--- config.mk ---
export PLATFORM = sky130hd
export DESIGN_NAME = pipe_stage_skid
export DESIGN_NICKNAME = d
export VERILOG_FILES = /design/src/rtl/pipe_pkg.sv /design/src/rtl/pipe_stage_skid_stall_counter.sv /design/src/rtl/pipe_stage_skid.sv
export SDC_FILE = /design/constraint.sdc
export NUM_CORES = 1
export LEC_CHECK = 0
export CORE_UTILIZATION = 45
export DETAILED_ROUTE_END_ITERATION = 16
export GPL_ROUTABILITY_DRIVEN = 0
export PLACE_DENSITY = 0.78
export SLEW_MARGIN = 20
export SYNTH_ARGS = -nofsm -noshare
export SYNTH_HDL_FRONTEND = slang
export SYNTH_SLANG_ARGS = --single-unit
--- constraint.sdc ---
create_clock -name clk -period 2.7 [get_ports clk]
set_input_delay 0.405 -clock clk [delete_from_list [all_inputs] [get_ports clk]]
set_output_delay 0.405 -clock clk [all_outputs]
set_load 0.1 [all_outputs]
--- src/rtl/pipe_pkg.sv ---
// Shared types and constants for the pipeline-stage skid registers.
package pipe_pkg;

    typedef enum logic [1:0] {
        ST_EMPTY,
        ST_FULL,
        ST_SKID
    } pipe_state_t;

    // ARM "MOV r0, r0", the canonical decode-stage bubble.
    localparam logic [31:0] ARM_NOP = 32'hE1A00000;

endpackage

--- src/rtl/pipe_stage_skid_stall_counter.sv ---
// Saturating up-counter with enable, used for stall-cycle statistics.
module stall_counter #(
    parameter int W = 16
) (
    input  logic         clk,
    input  logic         reset,
    input  logic         i_en,
    output logic [W-1:0] o_cnt
);

    logic [W-1:0] r_cnt;
    logic         w_sat;

    assign w_sat = &r_cnt;
    assign o_cnt = r_cnt;

    always_ff @(posedge clk or posedge reset) begin
        if (reset) begin
            r_cnt <= '0;
        end else if (i_en && !w_sat) begin
            r_cnt <= r_cnt + 1'b1;
        end
    end

endmodule

--- src/rtl/pipe_stage_skid.sv ---
// Valid/ready pipeline register with 2-entry skid and flush-to-NOP.
// Define PIPE_STALL_CNT_EN to add the saturating stall_cnt output.
module pipe_stage_skid
    import pipe_pkg::*;
#(
    parameter int               WIDTH     = 32,
    parameter logic [WIDTH-1:0] NOP_VALUE = '0,
    parameter int               CNT_W     = 16
) (
    input  logic             clk,
    input  logic             reset,
    input  logic             flush,
    input  logic             in_valid,
    output logic             in_ready,
    input  logic [WIDTH-1:0] in_data,
    output logic             out_valid,
    input  logic             out_ready,
    output logic [WIDTH-1:0] out_data
`ifdef PIPE_STALL_CNT_EN
   ,output logic [CNT_W-1:0] stall_cnt
`endif
);

    pipe_state_t      r_state;
    logic [WIDTH-1:0] r_main;
    logic [WIDTH-1:0] r_skid;
    logic             r_out_valid;
    logic             r_in_ready;
    logic             w_in_xfer;
    logic             w_out_xfer;

    assign w_in_xfer  = in_valid & r_in_ready;
    assign w_out_xfer = r_out_valid & out_ready;

    assign in_ready  = r_in_ready;
    assign out_valid = r_out_valid;
    assign out_data  = r_main;

    // r_main is reloaded with NOP_VALUE whenever the stage empties,
    // so out_data needs no output mux.
    always_ff @(posedge clk or posedge reset) begin
        if (reset) begin
            r_state     <= ST_EMPTY;
            r_main      <= NOP_VALUE;
            r_skid      <= NOP_VALUE;
            r_out_valid <= 1'b0;
            r_in_ready  <= 1'b1;
        end else if (flush) begin
            r_state     <= ST_EMPTY;
            r_main      <= NOP_VALUE;
            r_skid      <= NOP_VALUE;
            r_out_valid <= 1'b0;
            r_in_ready  <= 1'b1;
        end else begin
            unique case (r_state)
                ST_EMPTY: begin
                    if (w_in_xfer) begin
                        r_state     <= ST_FULL;
                        r_main      <= in_data;
                        r_out_valid <= 1'b1;
                    end
                end
                ST_FULL: begin
                    unique case ({w_in_xfer, w_out_xfer})
                        2'b11: r_main <= in_data;
                        2'b01: begin
                            r_state     <= ST_EMPTY;
                            r_main      <= NOP_VALUE;
                            r_out_valid <= 1'b0;
                        end
                        2'b10: begin
                            r_state    <= ST_SKID;
                            r_skid     <= in_data;
                            r_in_ready <= 1'b0;
                        end
                        default: ;
                    endcase
                end
                ST_SKID: begin
                    if (w_out_xfer) begin
                        r_state    <= ST_FULL;
                        r_main     <= r_skid;
                        r_in_ready <= 1'b1;
                    end
                end
                default: begin
                    r_state     <= ST_EMPTY;
                    r_main      <= NOP_VALUE;
                    r_out_valid <= 1'b0;
                    r_in_ready  <= 1'b1;
                end
            endcase
        end
    end

`ifdef PIPE_STALL_CNT_EN
    logic w_stall;

    assign w_stall = r_out_valid & ~out_ready;

    stall_counter #(
        .W (CNT_W)
    ) u_stall_cnt (
        .clk   (clk),
        .reset (reset),
        .i_en  (w_stall),
        .o_cnt (stall_cnt)
    );
`else
    int w_unused_cnt_w;

    assign w_unused_cnt_w = CNT_W;
`endif

endmodule

==> results of run 1 <==
==> layer usage <==
metal | vias up | part of all wire, % | track usage (%)
met5 | - | 0 | 0
met4 | 0 | 1.3 | 6.84
li1 | 991 | - | -
met3 | 12 | 5.2 | 6.67
met2 | 59 | 47 | 33.9
met1 | 1065 | 46 | 27.3
==> kinds of logic (layout without fill, tap and decap cells) <==
family,after synthesis,count (layout)
multiplexers,1,1
flip-flops,68,68
AND/OR/NAND/NOR,16,16
buffers and inverters,23,95
AO/OA/AOI/OAI,109,109
==> cells in the final DEF (no fill, tap or decap), drive strengths merged, types with 2 or more instances in the layout <==
| cell type | instances |
|---|---|
| nor2 | 3 |
| o21bai | 2 |
| dfrtp | 67 |
| nand2 | 4 |
| buf | 42 |
| clkinv | 4 |
| clkbuf | 11 |
| clkdlybuf4s50 | 36 |
| a21oi | 6 |
| a22o | 96 |
| nand2b | 2 |
| nor3 | 2 |
==> synthesized netlist by cell type, drive strengths merged <==
cell	count
and3b	1
nor2	3
nor3	2
o21ai	1
o22a	1
mux2i	1
nand3b	1
a22o	96
nand2b	2
buf	19
dfstp	1
dfrtp	67
a41oi	1
o21bai	2
and2	1
inv	1
and2b	1
clkbuf	3
nand2	4
o2bb2ai	1
nor2b	1
a21boi	1
a21oi	6
==> final cells by class <==
class / count / share of cell area [%]
Sequential cell: 68 / 45.5
Multi-Input combinational cell: 126 / 29.1
Timing Repair Buffer: 78 / 18.4
Clock buffer: 11 / 3.77
Tap cell: 75 / 2.51
Clock inverter: 5 / 0.735
Inverter: 1 / 0.100
==> state kept, by name, indices dropped and copies added, names as in the netlist <==
register	count
r_state	2
out_valid	1
r_skid	32
in_ready	1
out_data	32
==> how the worst max path moves through the flow <==
stage,from,end,slack (ps),cells after the start
final,out_ready,out_data[6],740,5
after floorplan,reset,out_data[0],590,1
after CTS,out_ready,out_data[13],730,5
after detailed placement,out_ready,out_data[13],390,5
after global placement,out_ready,out_data[14],450,5
after global routing,out_ready,out_data[14],610,5
==> through the flow <==
step	util, %	setup slack, ps	total power [uW]	instances	hold WS [ps]
finish	62.2	737	3020	364	438
global route	62.2	613	3150	364	477
detailed placement	59.4	387	2310	348	491
floorplan	-	585	2040	217	473
global placement	59.4	448	2300	348	488
CTS	62.2	730	3040	364	457
==> critical path: stages <==
cell and delay (ps):
clkdlybuf4s50_1 490, and2_1 240, nand2b_1 200, o2bb2ai_4 630
a22o_1 260
==> power by group <==
part / switching (uW) / internal, uW
clock network: 379 / 352
registers: 79.4 / 1120
logic: 791 / 295
==> flow_summary.toml, run 1 <==
[detailed_routing]
routed_wl_mm = 6.39
vias = 2127
dr.pass1.iters = 5
drt_iter0_markers = 161
drt.antenna.violating_nets = 0
drc_errors = 0
wire_per_inst_um = 17.5
post_drt_via_cell_ratio = 5.84

[pwr]
power.density_mw_per_mm2 = 806
power.leakage_uw = 0.00186
vdd_drop_max_mv = 0.387

[floorplan]
ios = 71
initial_core_util_pct = 47.6
die_h_um = 81.9
row_count = 28
fp.dieArea_mm2 = 0.00670
floorplan.core_area_mm2 = 0.00603
die_x_um = 81.9

[synth]
synth_cell_types = 27
yosys_warnings = 0
synth-adder-area-share_pct = 0
synth_top_area_cell = "dfrtp_1"
yosysSeqAreaShare_pct = 59.3
synth_cells = 217
ys_ff_latch = 68
synth_top_family_by_area = "compound AO/OA/AOI/OAI gates"
synthXorXnorAreaFrac_pct = 0
synth_top_area_share_pct = 58.4
yosys.area_share.simple_pct = 3.05
syn-cell-area_mm2 = 0.00287
synth_compound_area_share_pct = 32.8
synth.avg_cell_area_um2 = 13.2
synth_area_leaders = "dfrtp_1 58%, a22o_1 29%, buf_2 2.6%"
synth_nets = 254
muxShareOfSynthArea_pct = 0.349

[global_routing]
grtUsageTotal_pct = 21.2
grt_pass1_wl_mm = 10.5
antenna_found_initial = 0
grt_pass1_vias = 2197
overflow = 0
grt_max_degree = 43

[sta]
timing_hold_violations_final = 0
setup_violations = 0
worst_slew_pin_slew_ps = 888
period_needed_ps = 1960
slew_violations = 0
fin_tns_setup_ps = 0
fmax_mhz = 509
relSlewSlack_pct = 40.7
skew_ps = 9.68
rsz0062_at_grt = "false"
period_share_pct = 72.7

[setup_path]
start_kind = "input port"
path_max_fanout = 32
reg2reg_slack_ps = 780
reg2reg_from = "in_ready"
critPathCaptureType = "flop"
crit_arrival_ps = 2240
reg2reg_to = "out_data[6]"
cp.required_ps = 2980
critical_path_class = "in2reg"
reg2reg_depth = 5

[finish]
multiInputGateArea_mm2 = 0.00109
drive_above_1_share_pct = 22.8
ff_latch_area_mm2 = 0.00170
antenna_cells = 0
fill_cells = 500
final_cell_area_mm2 = 0.00375
syn_to_final_growth_pct = 30.5
fin_nets = 321

[clock_network]
insertion_delay_ps = 340
cts_setup_buffers = 0
cts_resized = 0
cts.sinks = 68
cts_buffer_depth = 2
ctsRootBufferMaster = "clkbuf_8"
cts_hold_repair.buffers = 0
cts_buffers = 9
clkTransAtPathRegs_ps = 70
h-tree-depth = 3
cts_tree = "yes"

[placement]
portBuffers = 70
place_area_mm2 = 0.00358
hpwl_mm = 4.13

[flow_run]
drv_cap = 0

[status]
outcome = "finished clean"

[min_path]
min_path_type = "in2async"
Note: power is estimated with default switching activity, not from simulation.
==> inputs of run 2 (changes only) <==
--- a/config.mk
+++ b/config.mk
@@ -5,10 +5,10 @@
 export SDC_FILE = /design/constraint.sdc
 export NUM_CORES = 1
 export LEC_CHECK = 0
-export CORE_UTILIZATION = 45
+export CORE_UTILIZATION = 44
 export DETAILED_ROUTE_END_ITERATION = 16
 export GPL_ROUTABILITY_DRIVEN = 0
-export PLACE_DENSITY = 0.78
+export PLACE_DENSITY = 0.79
 export SLEW_MARGIN = 20
 export SYNTH_ARGS = -nofsm -noshare
 export SYNTH_HDL_FRONTEND = slang
==> constraint.sdc (replaced) <==
create_clock -name clk -period 1.7 [get_ports clk]
set_input_delay 0.255 -clock clk [delete_from_list [all_inputs] [get_ports clk]]
set_output_delay 0.255 -clock clk [all_outputs]
set_load 0.1 [all_outputs]
==> flow_summary.toml, run 2 (synthesis gave the netlist of run 1 again) <==
[status]
outcome = "finished clean"

[pwr]
power.density_mw_per_mm2 = 1270
power.leakage_uw = 0.00215
vdd_drop_max_mv = 0.899

[detailed_routing]
drt_iter0_markers = 208
vias = 2381
drt.antenna.violating_nets = 0
post_drt_via_cell_ratio = 6.12
dr.pass1.iters = 4
routed_wl_mm = 7.94
drc_errors = 0
wire_per_inst_um = 20.4

[sta]
period_needed_ps = 1640
fmax_mhz = 611
skew_ps = 9.32
timing_hold_violations_final = 0
worst_slew_pin_slew_ps = 522
whs_ps = 278
setup_violations = 0
timing.final.ws_setup_ps = 62.3
relSlewSlack_pct = 65.1
slew_violations = 0
period_share_pct = 96.3

[setup_path]
path_cells = "and3b_2 -> buf_4 -> a21oi_4 -> a22o_1"
cp.required_ps = 1980
reg2reg_slack_ps = 60
reg2reg_to = "r_skid[13]"
critical_path_class = "reg2reg"
crit_arrival_ps = 1920
reg2reg_depth = 4
cpPeakStageDelay_ps = 470
critPathCaptureType = "flop"
cp_slowest_cell = "dfstp_4"
path_max_fanout = 16
start_kind = "flop"
reg2reg_from = "in_ready"

[clock_network]
insertion_delay_ps = 340
cts_hold_repair.buffers = 0
cts.sinks = 68
ctsRootBufferMaster = "clkbuf_8"
cts_buffers = 9
cts_tree = "yes"
cts_buffer_depth = 2
clkTransAtPathRegs_ps = 80
h-tree-depth = 3

[floorplan]
fp.dieArea_mm2 = 0.00685
die_x_um = 82.8
row_count = 29
ios = 71
initial_core_util_pct = 45.5
floorplan.core_area_mm2 = 0.00631
die_h_um = 82.8

[min_path]
min_path_type = "in2async"

[finish]
fin_nets = 344
antenna_cells = 0
syn_to_final_growth_pct = 59.5
final_cell_mix = "96 x a22o_1, 66 x dfrtp_1, 42 x buf_12"
drive_above_1_share_pct = 30.1
final_common_cell = "a22o_1"

[global_routing]
overflow = 0
top_usage_layer = "met2"
grt_pass1_vias = 2295
grt_max_degree = 33
antenna_found_initial = 0
met3_usage_pct = 3.85
grtUsageMet1_pct = 32.8
grt_pass1_wl_mm = 11.8
grtUsageTotal_pct = 24.0
met2_usage_pct = 37.0

[placement]
portBuffers = 70
hpwl_mm = 4.71
pre_cts_slack_ps = -387

[flow_run]
drv_cap = 0
-- run 2: layout make-up --
class / count / area, um2
clock buffers: 11 / 151
clock inverters: 5 / 83.8
well taps: 77 / 96.3
repair buffers: 100 / 1410
fillers: 426 / 1740
multi-input cells: 127 / 1120
flip-flops and latches: 68 / 1710
inverters: 1 / 7.51
-- run 2: metal layers --
| metal | share of wire [%] | routed length, um | vias to the layer above |
|---|---|---|---|
| met3 | 5.8 | 460 | 7 |
| li1 | - | - | 1037 |
| met2 | 50 | 3990 | 105 |
| met1 | 43 | 3390 | 1232 |
| met5 | 0 | 0 | - |
| met4 | 1.2 | 99 | 0 |
-- run 2: stage by stage --
step / cells / instance area, um2 / TNS [ps] / util [%] / total power, uW
6_report: 389 / 4580 / 0 / 72.5 / 5810
5_1_grt: 389 / 4580 / -6.95 / 72.5 / 6000
4_1_cts: 385 / 4490 / 0 / 71.2 / 5770
3_5_place_dp: 365 / 4210 / -18580 / 66.7 / 4180
3_3_place_gp: 365 / 4210 / -13990 / 66.7 / 4140
2_1_floorplan: 217 / 2930 / -2450 / - / 3280
-- run 2: where the power goes --
part           internal (uW)  switching, uW  total [uW]
clock                    909            644        1550
sequential              1790            167        1960
combinational            932           1370        2300
total                   3630           2180        5810
-- run 2: worst max-delay path by stage --
| stage | start | endpoint | slack [ps] | depth (start not counted) |
|---|---|---|---|---|
| 2_1_floorplan | in_ready | out_data[0] | -80 | 6 |
| 3_3_place_gp | in_valid | r_skid[31] | -300 | 4 |
| 3_5_place_dp | in_valid | r_skid[22] | -390 | 4 |
| 4_1_cts | in_ready | out_data[23] | 20 | 6 |
| 5_1_grt | in_ready | r_skid[25] | -7 | 4 |
| 6_report | in_ready | r_skid[13] | 60 | 4 |
-- run 2: what timing repair did --
| item | in CTS | in global routing |
|---|---|---|
| gates cloned | 1 | 3 |
| gates resized for setup | 3 | 1 |
| buffers inserted | 3 | 1 |
| setup endpoints to repair | 64 | 32 |
| pin swaps | 1 | 1 |
| hold endpoints to repair | 0 | 0 |
-- run 2: critical path, delay by kind of cell (launching register included) --
| family | cells | cell delay, ps |
|---|---|---|
| AO/OA/AOI/OAI | 2 | 690 |
| flip-flops | 1 | 470 |
| AND/OR/NAND/NOR | 1 | 260 |
| buffers and inverters | 1 | 160 |
